$ cat src/rtl/instr_fetch_seq_pkg.sv
// Shared processor types: fetch FSM states, instruction width, opcode mnemonics.
package proc_pkg;

    typedef enum logic [1:0] {
        IDLE   = 2'd0,
        FETCH  = 2'd1,
        EXEC   = 2'd2,
        HALTED = 2'd3
    } fetch_state_t;

    localparam int unsigned INSTR_W = 9;
    localparam logic [3:0]  OP_HALT = 4'b1110;

    typedef enum logic [3:0] {
        MN_ADD = 4'b0000,
        MN_SUB = 4'b0001,
        MN_AND = 4'b0010,
        MN_OR  = 4'b0011,
        MN_XOR = 4'b0100,
        MN_NOT = 4'b0101,
        MN_SHL = 4'b0110,
        MN_SHR = 4'b0111,
        MN_LD  = 4'b1000,
        MN_ST  = 4'b1001,
        MN_MOV = 4'b1010,
        MN_CMP = 4'b1011,
        MN_JMP = 4'b1100,
        MN_JZ  = 4'b1101,
        MN_HLT = 4'b1110,
        MN_NOP = 4'b1111
    } op_mne;

endpackage

$ cat src/rtl/instr_fetch_seq_if.sv
// Sequencer bus: start/done handshake, instruction memory, branch/stall and decoded fields.
// INSTR_COUNT_EN adds the INSTR_COUNT signal.
interface instr_fetch_seq_if #(
    parameter int PC_W = 10,
    parameter int IW   = 9
);
    logic            START;
    logic [PC_W-1:0] IMEM_ADDR;
    logic [IW-1:0]   IMEM_DATA;
    logic            STALL;
    logic            BRANCH_TAKEN;
    logic [PC_W-1:0] BRANCH_TARGET;
    logic            INSTR_VALID;
    logic            TYPE_BIT;
    logic [3:0]      OP;
    logic [3:0]      REG_SEL;
    logic [PC_W-1:0] PC;
    logic            DONE;
`ifdef INSTR_COUNT_EN
    logic [15:0]     INSTR_COUNT;
`endif

    modport master (
        input  START, IMEM_DATA, STALL, BRANCH_TAKEN, BRANCH_TARGET,
        output IMEM_ADDR, INSTR_VALID, TYPE_BIT, OP, REG_SEL, PC, DONE
`ifdef INSTR_COUNT_EN
        , output INSTR_COUNT
`endif
    );

    modport slave (
        output START, IMEM_DATA, STALL, BRANCH_TAKEN, BRANCH_TARGET,
        input  IMEM_ADDR, INSTR_VALID, TYPE_BIT, OP, REG_SEL, PC, DONE
`ifdef INSTR_COUNT_EN
        , input INSTR_COUNT
`endif
    );

endinterface

$ cat src/rtl/instr_fetch_seq_decode.sv
// Combinational split of the instruction register into ALU fields plus halt detect.
module instr_decode
    import proc_pkg::*;
(
    input  logic [INSTR_W-1:0] ir,
    output logic               type_bit,
    output logic [3:0]         op,
    output logic [3:0]         reg_sel,
    output logic               is_halt
);

    assign type_bit = ir[8];
    assign op       = ir[7:4];
    assign reg_sel  = ir[3:0];
    // Halt only for type 0; type 1 with the same opcode is an ordinary instruction.
    assign is_halt  = !ir[8] && (ir[7:4] == OP_HALT);

endmodule

$ cat src/rtl/instr_fetch_seq.sv
// Program sequencer: owns PC, fetches into IR, drives decoded fields to the ALU.
// INSTR_COUNT_EN enables a saturating count of completed EXEC cycles.
module instr_fetch_seq
    import proc_pkg::*;
#(
    parameter int PC_W = 10,
    parameter int IW   = 9
) (
    input  logic           CLK,
    input  logic           RST_N,
    instr_fetch_seq_if.master bus
);

    fetch_state_t    state, state_next;
    logic [PC_W-1:0] pc;
    logic [IW-1:0]   ir;
    logic            is_halt;
    logic            instr_valid;
    logic            done;
    logic            start_ok;

    assign start_ok = bus.START && ((state == IDLE) || (state == HALTED));

    always_ff @(posedge CLK) begin
        if (!RST_N) state <= IDLE;
        else        state <= state_next;
    end

    always_comb begin
        state_next = state;
        case (state)
            IDLE:    if (bus.START) state_next = FETCH;
            FETCH:   state_next = EXEC;
            EXEC: begin
                if (!bus.STALL) state_next = is_halt ? HALTED : FETCH;
            end
            HALTED:  if (bus.START) state_next = FETCH;
            default: state_next = IDLE;
        endcase
    end

    always_comb begin
        instr_valid = 1'b0;
        done        = 1'b0;
        case (state)
            EXEC:    instr_valid = 1'b1;
            HALTED:  done        = 1'b1;
            default: ;
        endcase
    end

    // Stall outranks halt, which outranks branch.
    always_ff @(posedge CLK) begin
        if (!RST_N) begin
            pc <= '0;
            ir <= '0;
        end else begin
            case (state)
                IDLE, HALTED: if (bus.START) pc <= '0;
                FETCH:        ir <= bus.IMEM_DATA;
                EXEC: begin
                    if (!bus.STALL && !is_halt) begin
                        if (bus.BRANCH_TAKEN) pc <= bus.BRANCH_TARGET;
                        else                  pc <= pc + PC_W'(1);
                    end
                end
                default: ;
            endcase
        end
    end

    instr_decode u_decode (
        .ir       (ir),
        .type_bit (bus.TYPE_BIT),
        .op       (bus.OP),
        .reg_sel  (bus.REG_SEL),
        .is_halt  (is_halt)
    );

`ifdef INSTR_COUNT_EN
    logic [15:0] instr_count;

    always_ff @(posedge CLK) begin
        if (!RST_N || start_ok) begin
            instr_count <= '0;
        end else if (state == EXEC && !bus.STALL && instr_count != '1) begin
            instr_count <= instr_count + 16'd1;
        end
    end

    assign bus.INSTR_COUNT = instr_count;
`else
    logic unused_start_ok;
    assign unused_start_ok = start_ok;
`endif

    assign bus.IMEM_ADDR   = pc;
    assign bus.PC          = pc;
    assign bus.INSTR_VALID = instr_valid;
    assign bus.DONE        = done;

endmodule

$ cat src/flat_wrapper.sv
// flat-port wrapper written by rule: the top's interface ports become plain ports
module instr_fetch_seq_flat import proc_pkg::*;
#(
    parameter int PC_W = 10,
    parameter int IW   = 9
)
  (CLK, RST_N, bus_START, bus_IMEM_DATA, bus_STALL, bus_BRANCH_TAKEN, bus_BRANCH_TARGET, bus_IMEM_ADDR, bus_INSTR_VALID, bus_TYPE_BIT, bus_OP, bus_REG_SEL, bus_PC, bus_DONE);
  instr_fetch_seq_if #(.PC_W(PC_W), .IW(IW)) bus_i ();
  input  logic CLK;
  input  logic RST_N;
  input wire logic [$bits(bus_i.START)-1:0] bus_START;
  input wire logic [$bits(bus_i.IMEM_DATA)-1:0] bus_IMEM_DATA;
  input wire logic [$bits(bus_i.STALL)-1:0] bus_STALL;
  input wire logic [$bits(bus_i.BRANCH_TAKEN)-1:0] bus_BRANCH_TAKEN;
  input wire logic [$bits(bus_i.BRANCH_TARGET)-1:0] bus_BRANCH_TARGET;
  output wire logic [$bits(bus_i.IMEM_ADDR)-1:0] bus_IMEM_ADDR;
  output wire logic [$bits(bus_i.INSTR_VALID)-1:0] bus_INSTR_VALID;
  output wire logic [$bits(bus_i.TYPE_BIT)-1:0] bus_TYPE_BIT;
  output wire logic [$bits(bus_i.OP)-1:0] bus_OP;
  output wire logic [$bits(bus_i.REG_SEL)-1:0] bus_REG_SEL;
  output wire logic [$bits(bus_i.PC)-1:0] bus_PC;
  output wire logic [$bits(bus_i.DONE)-1:0] bus_DONE;
  assign bus_i.START = bus_START;
  assign bus_i.IMEM_DATA = bus_IMEM_DATA;
  assign bus_i.STALL = bus_STALL;
  assign bus_i.BRANCH_TAKEN = bus_BRANCH_TAKEN;
  assign bus_i.BRANCH_TARGET = bus_BRANCH_TARGET;
  assign bus_IMEM_ADDR = bus_i.IMEM_ADDR;
  assign bus_INSTR_VALID = bus_i.INSTR_VALID;
  assign bus_TYPE_BIT = bus_i.TYPE_BIT;
  assign bus_OP = bus_i.OP;
  assign bus_REG_SEL = bus_i.REG_SEL;
  assign bus_PC = bus_i.PC;
  assign bus_DONE = bus_i.DONE;
  instr_fetch_seq #(.PC_W(PC_W), .IW(IW)) u_core (.CLK(CLK), .RST_N(RST_N), .bus(bus_i));
endmodule
$ cat config.mk
export PLATFORM = sky130hd
export DESIGN_NAME = instr_fetch_seq_flat
export DESIGN_NICKNAME = d
export VERILOG_FILES = /design/src/rtl/instr_fetch_seq_pkg.sv /design/src/rtl/instr_fetch_seq_if.sv /design/src/rtl/instr_fetch_seq_decode.sv /design/src/rtl/instr_fetch_seq.sv /design/src/flat_wrapper.sv
export SDC_FILE = /design/constraint.sdc
export NUM_CORES = 1
export LEC_CHECK = 0
export ABC_CLOCK_PERIOD_IN_PS = 2300
export BUFFER_PORTS_ARGS = -buffer_cell sky130_fd_sc_hd__buf_2
export CORE_ASPECT_RATIO = 0.75
export CORE_MARGIN = 2
export CORE_UTILIZATION = 45
export CTS_CLUSTER_SIZE = 16
export DETAILED_ROUTE_END_ITERATION = 10
export PLACE_DENSITY_LB_ADDON = 0.08
export REMOVE_ABC_BUFFERS = 1
export SLEW_MARGIN = 20
export SYNTH_ARGS = -nofsm -noshare
export SYNTH_HDL_FRONTEND = slang
export SYNTH_SLANG_ARGS = --single-unit
$ cat constraint.sdc
create_clock -name CLK -period 2.3 [get_ports CLK]
set_clock_uncertainty 0.1 [all_clocks]
set_input_delay 0.23 -clock CLK [delete_from_list [all_inputs] [get_ports CLK]]
set_output_delay 0.23 -clock CLK [all_outputs]
set_load 0.02 [all_outputs]
* Yosys cells after proc, flatten, opt, wreduce, memory -nomap -nowiden
Cells that the tools add are included.
Widths: inputs -> output; s select.
** Operators by class
- Add/subtract/negate cells :: 1
- Eq/ne operators :: 7
- Muxes and demuxes :: 10
- Reduce and logical (&&, ||, !) cells :: 10
** Operators by type and width (number)
- $mux 10 :: 3
- $pmux 10 s2 :: 1
- $add 10x1->10 const B :: 1
- $mux 2 :: 3
- $pmux 2 s3 :: 1
- $eq 2x2->1 const B :: 2
- $eq 4x4->1 const B :: 1
- $ne 2x1->1 const B :: 2
- $logic_not 1->1 :: 3
- $reduce_and 3->1 :: 1
- $eq 2x1->1 const B :: 1
- $logic_and 1x1->1 :: 2
- $logic_not 2->1 :: 1
- $mux 1 :: 2
- $ne 2x2->1 const B :: 1
- $reduce_and 2->1 :: 1
- $reduce_bool 2->1 :: 1
- $reduce_or 2->1 :: 1
** Storage, ports and cells
- Register bits after elaboration :: 21
- Input bits :: 24
- Word-level logic and storage cells :: 31

* Logic depth before layout (Yosys ltp)
- Depth after elaboration :: 6
- Mapped depth :: 7

* Hierarchy
Synthesis repeated with hierarchy kept, for this count alone.
** Unflattened totals
- Cells, all modules :: 138
- Area total of the unflattened synthesis :: 1221.2 µm²
** Modules (own cells, without submodules)
- instr_fetch_seq :: instances 1, cells an instance 127, area each 1141.1 µm², seq. area each 420.4 µm²
- instr_decode :: instances 1, cells an instance 11, area each 80.1 µm², seq. area each 0.0 µm²

* Worst setup path before layout
No wires, ideal clock.
- Path type :: reg-to-reg
- Start :: reg u_core.state[0]
- End :: reg u_core.pc[0] (netlist: u_core.bus.IMEM_ADDR[0])
- Library setup time :: 117 ps
- Data arrival time :: 1675 ps
- Data required time :: 2083 ps
- Slack :: 407 ps
- Cell stages (with the launch flop) :: 7
- Buffers on the path :: 1
- Clock period less this slack :: 1893 ps
- Cells stage by stage :: dfxtp_1 -> inv_1 -> ha_1 -> buf_2 -> a221oi_4 -> nand3_1 -> a32o_1
** On the way
- Cells in the longest elaborated chain, start to end :: 4
** Ends and longest elaborated chain
- from (decl) :: line instr_fetch_seq.sv:14 : fetch_state_t state, state_next;
- from (signal assigned) :: line instr_fetch_seq.sv:26 : else state <= state_next;
- $eq 2x2->1 or $logic_not 2->1 (tied branches)
- $reduce_or 2->1 (no line)
- $ne 2x1->1 (no line) or $reduce_bool 2->1 (tied branches)
- $reduce_and 3->1 (no line)
- to (signal assigned) :: line instr_fetch_seq.sv:63 : if (bus.BRANCH_TAKEN) pc <= bus.BRANCH_TARGET;
- to (signal assigned) :: line instr_fetch_seq.sv:64 : else pc <= pc + PC_W'(1);
- to (decl) :: line instr_fetch_seq.sv:15 : logic [PC_W-1:0] pc;
Parallel ways exist; a longest one is shown, timed or not.
A chain may end at the register's enable or synchronous reset.

* Worst setup path in the final report
- Start :: reg u_core.state[0]
- End :: reg u_core.pc[4] (netlist: u_core.bus.IMEM_ADDR[4])
Same word-level chain as after synthesis.

==> report_table.html <==
<table>
<tr><th>Metric</th><th>Value</th></tr>
<tr><th colspan="2">Worst setup path</th></tr>
<tr><td>Max FO, Critical Path</td><td>5</td></tr>
<tr><td>Cells along the critical path</td><td>inv_1 &gt; ha_1 &gt; buf_4 &gt; a221o_1 &gt; nor2_1 &gt; a41o_1</td></tr>
<tr><td>Startpoint-to-endpoint class of the critical path</td><td>reg -&gt; reg</td></tr>
<tr><td>Highest cell delay on the worst timing path</td><td>between 0.3 and 0.4 ns</td></tr>
<tr><td>Element type at the critical path end</td><td>flop</td></tr>
<tr><td>CP Launch Type</td><td>flop</td></tr>
<tr><td>CP max-delay cell</td><td>sky130_fd_sc_hd__dfxtp_1</td></tr>
<tr><td>Worst Path Arrival</td><td>between 2 and 2.5 ns</td></tr>
<tr><td>Data required time at the worst endpoint</td><td>~2.4 ns</td></tr>
<tr><th colspan="2">CTS</th></tr>
<tr><td>Post-CTS Resized</td><td>0</td></tr>
<tr><td>Buffers from clock root to sink, at most</td><td>2</td></tr>
<tr><td>Number of buffers added for setup after CTS</td><td>0</td></tr>
<tr><td>Count of clock tree sinks</td><td>21</td></tr>
<tr><td>Total CTS buffers</td><td>3</td></tr>
<tr><td>Number of hold buffers added after CTS</td><td>0</td></tr>
<tr><td>Clk Tree Root Cell</td><td>sky130_fd_sc_hd__clkbuf_8</td></tr>
<tr><td>Clk Latency, worst-skew pair</td><td>around 0.27 ns</td></tr>
<tr><td>CTS tree</td><td>done</td></tr>
<tr><td>H-tree lvl count</td><td>1</td></tr>
<tr><td>CTS clk-pin slew, worst paths</td><td>around 0.080 ns</td></tr>
<tr><th colspan="2">Placed design</th></tr>
<tr><td>Placer congestion estimate</td><td>around 0.85</td></tr>
<tr><td>Port buffer count</td><td>54</td></tr>
<tr><td>DP Worst Slack</td><td>approximately 0.35 ns</td></tr>
<tr><td>Total placed instance area</td><td>1500 um^2</td></tr>
<tr><td>DP Cell Count</td><td>~220</td></tr>
<tr><td>Estimated wirelength of the detail-placed design</td><td>between 2000 and 3000 um</td></tr>
<tr><th colspan="2">Die</th></tr>
<tr><td>Top-Level Pins</td><td>55</td></tr>
<tr><td>DIE AREA</td><td>approximately 3200 um^2</td></tr>
<tr><td>Starting density of the core</td><td>between 40% and 50%</td></tr>
<tr><td>Floorplan core area</td><td>2640 um^2</td></tr>
<tr><td>Number of placement rows</td><td>16</td></tr>
<tr><td>Width of the die</td><td>~65 um</td></tr>
<tr><td>Die span in y</td><td>between 40 and 50 um</td></tr>
<tr><th colspan="2">Pwr</th></tr>
<tr><td>Internal Dissipation</td><td>812 uW</td></tr>
<tr><td>Switching component of the power</td><td>just under 600 uW</td></tr>
<tr><td>Pleak</td><td>0.726 nW</td></tr>
<tr><td>Maximum VDD drop</td><td>about 0.00074 V</td></tr>
<tr><td>Share of total power in sequential cells</td><td>around 34%</td></tr>
<tr><td>Relative contribution of the clock network to total power</td><td>17.9%</td></tr>
<tr><td>Power per cell area</td><td>about 910 nW/um^2</td></tr>
<tr><td>Portion of total power attributed to combinational logic</td><td>between 40% and 50%</td></tr>
<tr><td>Switching Fraction</td><td>about 42%</td></tr>
<tr><td>Tot Pwr</td><td>~1.4 mW</td></tr>
<tr><th colspan="2">Synthesis</th></tr>
<tr><td>Leading post-synthesis cells by cell area</td><td>sky130_fd_sc_hd__dfxtp_1, sky130_fd_sc_hd__mux2i_1, sky130_fd_sc_hd__buf_4</td></tr>
<tr><td>Dominant register cell in the synthesized netlist</td><td>sky130_fd_sc_hd__dfxtp_1</td></tr>
<tr><td>Syn avg cell area</td><td>8.58 um^2</td></tr>
<tr><td>Cell taking the most area after synthesis</td><td>sky130_fd_sc_hd__dfxtp_1</td></tr>
<tr><td>Proportion of synthesized flip-flops having asynchronous set or reset</td><td>0%</td></tr>
<tr><td>Count of state elements after synthesis</td><td>21</td></tr>
<tr><td>Total standard cell area after synthesis</td><td>1260 um^2</td></tr>
<tr><td>Number of flops mapped to enable cells by yosys</td><td>0</td></tr>
<tr><td>Share of the synthesized area in the top cell type</td><td>33.3%</td></tr>
<tr><td>Number of instances in the synthesized netlist</td><td>around 150</td></tr>
<tr><td>Yosys cell types</td><td>45</td></tr>
<tr><td>Count of synthesis-stage warnings from yosys</td><td>0</td></tr>
<tr><td>Sequential fraction of the synthesis area</td><td>between 30% and 40%</td></tr>
<tr><th colspan="2">Final layout</th></tr>
<tr><td>Area growth from synthesis to layout</td><td>22.6%</td></tr>
<tr><td>Util after Layout</td><td>between 50% and 60%</td></tr>
<tr><td>Final-stage net count</td><td>221</td></tr>
<tr><td>Share of final-layout standard cells stronger than drive strength 1</td><td>between 30% and 40%</td></tr>
<tr><td>Final cell area excluding filler cells</td><td>approximately 1500 um^2</td></tr>
<tr><td>Diode insertion count for antenna repair</td><td>0</td></tr>
<tr><td>Commonest non-fill, non-tap cells in the layout</td><td>sky130_fd_sc_hd__buf_2, sky130_fd_sc_hd__dfxtp_1, sky130_fd_sc_hd__nand2_1, sky130_fd_sc_hd__nor2_1, sky130_fd_sc_hd__mux2i_1</td></tr>
<tr><td>Most common cell after layout, fill and taps aside</td><td>sky130_fd_sc_hd__buf_2</td></tr>
<tr><td>Number of cells in the finished layout apart from fillers</td><td>228</td></tr>
<tr><th colspan="2">Worst hold path</th></tr>
<tr><td>Class of the tightest hold or removal check</td><td>in -&gt; reg</td></tr>
<tr><th colspan="2">STA</th></tr>
<tr><td>Final setup TNS</td><td>0 ns</td></tr>
<tr><td>Period minus WS final</td><td>roughly 2.0 ns</td></tr>
<tr><td>Min Hold Slack</td><td>0.0928 ns</td></tr>
<tr><td>Setup violators final</td><td>0</td></tr>
<tr><td>Number of endpoints with negative hold slack in the final report</td><td>0</td></tr>
<tr><td>Tcrit/Tclk final</td><td>between 80% and 90%</td></tr>
<tr><td>Unrepaired setup endpoints after global routing</td><td>no</td></tr>
<tr><td>Final number of max-transition violations</td><td>0</td></tr>
<tr><td>Actual transition at the worst max-transition pin</td><td>roughly 0.53 ns</td></tr>
<tr><td>Achievable Freq</td><td>approximately 0.5 GHz</td></tr>
<tr><td>Max-slew headroom</td><td>between 60% and 70%</td></tr>
<tr><td>Final setup slack of the worst path</td><td>between 0.3 and 0.4 ns</td></tr>
<tr><th colspan="2">Routing</th></tr>
<tr><td>Via count normalized by instance count</td><td>about 5.6</td></tr>
<tr><td>Wire per inst</td><td>around 15 um</td></tr>
<tr><td>Vias</td><td>approximately 1,300</td></tr>
<tr><td>Residual antenna-violating net count after detailed routing</td><td>0</td></tr>
<tr><td>Initial drt markers</td><td>just under 80</td></tr>
<tr><td>Remaining DRCs</td><td>0</td></tr>
<tr><td>Routed wire length</td><td>3320 um</td></tr>
<tr><td>Number of detailed-route iterations in the first pass</td><td>4</td></tr>
<tr><th colspan="2">Global routing</th></tr>
<tr><td>Largest net degree at the start of global routing</td><td>23</td></tr>
<tr><td>Global-route wire length before repair</td><td>roughly 5300 um</td></tr>
<tr><td>Grt total ovfl</td><td>0</td></tr>
<tr><td>Vias in the first global route</td><td>~1,200</td></tr>
<tr><td>Initial antenna violation count</td><td>0</td></tr>
<tr><td>Tot GR Track Use</td><td>a little over a fifth</td></tr>
<tr><th colspan="2">Status</th></tr>
<tr><td>Status</td><td>complete, no violations</td></tr>
<tr><th colspan="2">Job</th></tr>
<tr><td>Max cap viols</td><td>0</td></tr>
</table>
kinds of logic (layout without fill, tap and decap cells):
logic type / after synthesis / after routing / synth area share, %
AOI/OAI and AO/OA: 34 / 34 / 22.5
buffers and inverters: 26 / 71 / 11.0
muxes: 10 / 10 / 8.04
and+or+nand+nor: 52 / 52 / 21.1
adders and majority gates: 4 / 4 / 3.97
DFF: 21 / 21 / 33.3
path summary, 6_finish.rpt:
| kind | start | end | slack [ns] | cells after the start |
|---|---|---|---|---|
| min reg2reg | u_core.ir[2] | u_core.ir[2] | 0.41 | 2 |
| max | u_core.state[0] | u_core.bus.IMEM_ADDR[4] | 0.31 | 6 |
| max reg2reg | u_core.state[0] | u_core.bus.IMEM_ADDR[4] | 0.31 | 6 |
| min | bus_IMEM_DATA[2] | u_core.ir[2] | 0.09 | 3 |
registers in the layout (all words and copies together), names as in the netlist:
signal                flops
u_core.state              2
u_core.ir                 9
u_core.bus.IMEM_ADDR     10
area by class of cell:
type	count	area (um^2)
Timing Repair Buffer	58	300
Tap cell	36	45.0
Inverter	9	33.8
Clock buffer	4	45.0
Sequential cell	21	420
Fill cell	278	1100
Multi-Input combinational cell	100	702
routing by layer:
metal	GRT usage, %	vias up	share of wire [%]
li1	-	628	-
met1	28.7	594	45
met2	33.8	52	46
met3	5.48	2	7.8
met4	3.13	0	0.54
met5	0	-	0
power groups by stage:
stage	sequential (mW)	combinational [mW]	clock (mW)
final	0.483	0.671	0.252
after global routing	0.494	0.722	0.269
after CTS	0.483	0.666	0.256
after detailed placement	0.491	0.662	0
after global placement	0.485	0.653	0
after floorplan	0.560	0.384	0
critical path: cells and delay by family (launching register included):
family          cells  cell delay, ns
compound gates      2            0.61
fa+ha+maj           1            0.24
buf+inv             2            0.23
flops               1            0.39
simple gates        1            0.38
Yosys cell counts, types with 3 or more instances:
| cell | instances |
|---|---|
| sky130_fd_sc_hd__dfxtp_1 | 21 |
| sky130_fd_sc_hd__nand2_1 | 17 |
| sky130_fd_sc_hd__nor2_1 | 12 |
| sky130_fd_sc_hd__buf_4 | 10 |
| sky130_fd_sc_hd__mux2i_1 | 9 |
| sky130_fd_sc_hd__inv_1 | 8 |
| sky130_fd_sc_hd__a21oi_1 | 5 |
| sky130_fd_sc_hd__nand3_1 | 5 |
| sky130_fd_sc_hd__ha_1 | 4 |
| sky130_fd_sc_hd__nand4_1 | 4 |
| sky130_fd_sc_hd__a32o_1 | 3 |
| sky130_fd_sc_hd__buf_2 | 3 |
| sky130_fd_sc_hd__clkbuf_1 | 3 |
| sky130_fd_sc_hd__nor4_1 | 3 |
| sky130_fd_sc_hd__o21ai_0 | 3 |
| sky130_fd_sc_hd__o31ai_1 | 3 |
Power figures use the tool's default switching activity.
